File: src/rtl/bus_fabric_pkg.sv
// Shared constants for the bus fabric: contention counter sizing and hold modes.
package bus_fabric_pkg;
    localparam int ERR_CNT_W = 8;
    localparam logic [ERR_CNT_W-1:0] ERR_CNT_MAX = 8'd255;

    // Idle-bus behaviour selectors for HOLD_MODE
    localparam int HOLD_ZERO = 0;
    localparam int HOLD_LAST = 1;
endpackage

File: src/rtl/bus_fabric_prio_onehot.sv
// Lowest-set-bit one-hot encoder with an "any request" flag.
module prio_onehot #(
    parameter int N = 6
) (
    input  logic [N-1:0] req,
    output logic [N-1:0] onehot,
    output logic         any
);
    // Two's-complement trick isolates the lowest set bit; zero input gives zero.
    assign onehot = req & (~req + N'(1));
    assign any    = |req;
endmodule

File: src/rtl/bus_fabric.sv
// Shared-bus fabric: fixed-priority bus drive, optional idle hold,
// sticky contention diagnostics and a rate-divided LED snapshot.
module bus_fabric
    import bus_fabric_pkg::*;
#(
    parameter int WIDTH     = 16,
    parameter int N_SRC     = 6,
    parameter int LED_W     = 5,
    parameter int LED_DIV   = 1,
    parameter int HOLD_MODE = HOLD_ZERO
) (
    input  logic                   clk,
    input  logic                   rst,
    input  logic [N_SRC*WIDTH-1:0] src_data,
    input  logic [N_SRC-1:0]       src_en,
    input  logic                   clr_err,
    output logic [WIDTH-1:0]       bus,
    output logic                   bus_valid,
    output logic [N_SRC-1:0]       grant,
    output logic                   contention,
    output logic                   err_sticky,
    output logic [ERR_CNT_W-1:0]   err_count,
    output logic [N_SRC-1:0]       err_src,
    output logic [LED_W-1:0]       led
);
    localparam int DIV_W = (LED_DIV > 1) ? $clog2(LED_DIV) : 1;
    localparam logic [DIV_W-1:0] DIV_LAST = DIV_W'(LED_DIV - 1);

    logic [WIDTH-1:0] bus_sel;
    logic [WIDTH-1:0] hold_q;
    logic [DIV_W-1:0] div_q;

    prio_onehot #(.N(N_SRC)) u_prio (
        .req    (src_en),
        .onehot (grant),
        .any    (bus_valid)
    );

    // More than one enable set; always zero for a single source.
    assign contention = (src_en & (src_en - N_SRC'(1))) != '0;

    // AND-OR mux of source words under the one-hot grant, then idle policy.
    always_comb begin
        bus_sel = '0;
        for (int i = 0; i < N_SRC; i++) begin
            if (grant[i]) bus_sel = bus_sel | src_data[i*WIDTH +: WIDTH];
        end
        bus = bus_valid ? bus_sel : ((HOLD_MODE == HOLD_LAST) ? hold_q : '0);
    end

    // Remember the last actively driven value for hold mode.
    always_ff @(posedge clk) begin
        if (rst)            hold_q <= '0;
        else if (bus_valid) hold_q <= bus_sel;
    end

    // Contention log: clear first, then record; first offender kept until cleared.
    always_ff @(posedge clk) begin
        if (rst) begin
            err_sticky <= 1'b0;
            err_count  <= '0;
            err_src    <= '0;
        end else if (contention) begin
            err_sticky <= 1'b1;
            if (clr_err) begin
                err_count <= ERR_CNT_W'(1);
                err_src   <= src_en;
            end else begin
                if (err_count != ERR_CNT_MAX) err_count <= err_count + ERR_CNT_W'(1);
                if (!err_sticky)              err_src   <= src_en;
            end
        end else if (clr_err) begin
            err_sticky <= 1'b0;
            err_count  <= '0;
            err_src    <= '0;
        end
    end

    // LED refresh divider: snapshot bus low bits on the last count of each period.
    always_ff @(posedge clk) begin
        if (rst) begin
            div_q <= '0;
            led   <= '0;
        end else if (div_q == DIV_LAST) begin
            div_q <= '0;
            led   <= bus[LED_W-1:0];
        end else begin
            div_q <= div_q + DIV_W'(1);
        end
    end
endmodule

File: config.mk
export PLATFORM = sky130hd
export DESIGN_NAME = bus_fabric
export DESIGN_NICKNAME = d
export VERILOG_FILES = /design/src/rtl/bus_fabric_pkg.sv /design/src/rtl/bus_fabric_prio_onehot.sv /design/src/rtl/bus_fabric.sv
export SDC_FILE = /design/constraint.sdc
export NUM_CORES = 1
export LEC_CHECK = 0
export ABC_AREA = 0
export CAP_MARGIN = 10
export CORE_UTILIZATION = 30
export DETAILED_ROUTE_END_ITERATION = 8
export PLACE_DENSITY = 0.81
export SYNTH_ARGS = -nofsm -noshare
export SYNTH_HDL_FRONTEND = slang
export SYNTH_SLANG_ARGS = --single-unit
File: constraint.sdc
create_clock -name clk -period 2.2 [get_ports clk]
set_input_delay 0.55 -clock clk [delete_from_list [all_inputs] [get_ports clk]]
set_output_delay 0.55 -clock clk [all_outputs]
set_load 0.005 [all_outputs]
==> run metrics, run 1 <==
# DRC=0; required time of the critical path=1.65 ns; Placer Congestion=0.839; synth unique cells=40; GRT Overall Usage=0.270; R2R cell count=5; Design Power=1.21 mW; P_leak=1.39 nW; CP max FO=6; Core Region=4790 sq um; Layout area overhead=132%; worst slack, placed=-0.874 ns; max incr delay on CP=0.30 ns; clk buf depth=2; setup TNS=-0.389 ns; Peak VDD IR=0.000198 V; Seq/Total Area, Yosys=0.279; power per cell area=347 nW/um^2; skew final=0.00325 ns; initial antenna violation count=0; top-area cell type share of the netlist area=0.279; final wirelength=7260 um; post-synthesis xor/xnor area fraction=0.00581; nature of the critical path startpoint=primary input; # fillers=369; Max Clk Rate=439 MHz; Die Area=5310 sq um; Cell Rows=25; Setup violations, final=12; first drt pass iteration count=6; max cap viols=0; global-route wire length before repair=10,900 um; YS warnings=0; Util after Layout=0.730; Critical-path top delay cell=a222oi_1; Tcrit/Tclk final=1.04; die width=72.9 um; failing checks=negative setup slack; Mapped Cells=186; layout cells sized above 1=0.270; H-tree depth=1; multiplexer area fraction after synthesis=0; status=finished with violations; most common cell after layout, fill and taps aside=clkdlybuf4s50_1; vias post-DR=2,320; final worst path period need=2.28 ns; vias per cell=5.35; Root Driver=clkbuf_8; most frequent cells in the layout=clkdlybuf4s50_1 (116), buf_4 (32), dfxtp_1 (21), buf_2 (18), nand2_1 (16); final hold viol count=0; max_slew headroom=0.634; Final #Nets=474; initial drt markers=142; crit-path cells=buf_8 > nor2_4 > and4b_2 > buf_12 > a222oi_1 > o211ai_1 > buf_2; Synth Area in Compound Gates=0.433; RSZ-0062 raised after global routing=yes; Syn Std Cell Area=1510 sq um; dpl cells=413; Hold/Removal Path Class=flip-flop to flip-flop; mean post-synth cell area=8.11 sq um; Initial Utilization=0.315; largest family of logic cells by synthesized area=compound AO/OA/AOI/OAI gates; Synth Register Bits=21; CP endpoint kind=primary output; Die Y=72.9 um; Sink Count=21; post-route insts no fill=434; kind of critical path=primary input to primary output; R2R Setup Slk=0.64 ns; worst-margin pin slew=0.549 ns; Hold Crit Depth=1; I/O pin cnt=149; Routed Antenna Nets=0; number of diodes=0; ys flop type=dfxtp_1; Post-synth EDFFs=0; Final WS setup=-0.0799 ns; FFs w/ async S/R, synth=0; Critical Path AT=1.73 ns; cts bufs inserted=3; Post-Synth Adder-Cell Area=0.00830; PortBufs=148; WL per Instance=16.7 um; vias in the first global route=2,330; simple-gate share of the synthesized area=0.185; Max Transition Viols Final=0; grt ovf=0; largest net degree at the start of global routing=25; largest area contributor in the netlist=dfxtp_1; hpwl dp=5310 um; Syn Nets=292; synth top area cells=dfxtp_1 (28%), a22oi_1 (8.0%), a222oi_1 (7.3%); Skew-Pair Late Insertion Delay=0.26 ns; clock slew at reported path FFs=0.08 ns; TritonCTS clock tree=built
==> path summary, 6_finish.rpt <==
| path | endpoint | from |
|---|---|---|
| max reg2reg | err_count[5]$_SDFFE_PP0P_ | err_count[0]$_SDFFE_PP0P_ |
| min | err_src[5]$_SDFFE_PP0P_ | err_src[5]$_SDFFE_PP0P_ |
| max | bus[14] | src_en[1] |
| min reg2reg | err_src[5]$_SDFFE_PP0P_ | err_src[5]$_SDFFE_PP0P_ |
==> logic make-up (layout without fill, tap and decap cells) <==
family	after synthesis	in the layout
AND/OR/NAND/NOR	49	49
adder cells (fa/ha/maj)	1	1
buffers and inverters	26	207
XOR/XNOR	1	1
other	1	1
AO/OA/AOI/OAI	87	87
flip-flops	21	21
==> area by class of cell <==
cell class,instances,area [sq um],share of cell area
repair buffers,194,1830,0.525
multi-input cells,139,1070,0.308
flip-flops and latches,21,420,0.120
well taps,67,83.8,0.0240
clock buffers,3,41.3,0.0118
inverters,9,33.8,0.00967
clock inverters,1,5.00,0.00143
==> flip-flops by register name, indices dropped and copies added, names as in the netlist <==
signal	cells
div_q	1
err_src	6
led	5
err_count	8
err_sticky	1
==> synth_stat cells, types with 6 or more instances <==
cell type,count
a222oi_1,11
a22oi_1,16
a32o_1,6
inv_1,9
o211ai_1,11
nand2_1,16
a21oi_1,18
dfxtp_1,21
==> per-layer routing <==
metal,part of all wire,global-route usage
met4,0.039,0.107
met5,0,0
met3,0.069,0.0691
met1,0.35,0.263
met2,0.54,0.537
==> per-stage QoR <==
step                hold slack (ns)  area, sq um
floorplan                     0.466         1510
global placement              0.456         3210
detailed placement            0.462         3210
CTS                           0.480         3440
global route                  0.495         3490
finish                        0.477         3490
==> worst max-delay path, delay by kind of cell <==
kind                   cells  cell delay (ns)
and+or+nand+nor            2             0.30
AOI/OAI and AO/OA          2             0.48
buffers and inverters      3             0.38
==> timing repair <==
| item | CTS | global route |
|---|---|---|
| endpoints found under the setup margin | 24 | 18 |
| cloned | 2 | 0 |
| pin swaps | 34 | 23 |
| hold buffers | 0 | 0 |
| hold endpoints to repair | 0 | 0 |
| setup buffers | 14 | 2 |
| resized for setup | 128 | 22 |
==> power by group <==
part	total, mW	switching, mW	internal (mW)
sequential	0.418	0.0170	0.401
clock	0.256	0.130	0.126
combinational	0.537	0.185	0.352
total	1.21	0.332	0.880
Note: power is estimated with default switching activity, not from simulation.
==> inputs of run 2 (changes only) <==
--- a/config.mk
+++ b/config.mk
@@ -9,6 +9,7 @@
 export CAP_MARGIN = 10
 export CORE_UTILIZATION = 30
 export DETAILED_ROUTE_END_ITERATION = 8
+export HOLD_SLACK_MARGIN = 0.02
 export PLACE_DENSITY = 0.81
 export SYNTH_ARGS = -nofsm -noshare
 export SYNTH_HDL_FRONTEND = slang
==> results of run 2 <==
The final DEF is identical to that of run 1; final timing and power are the same.
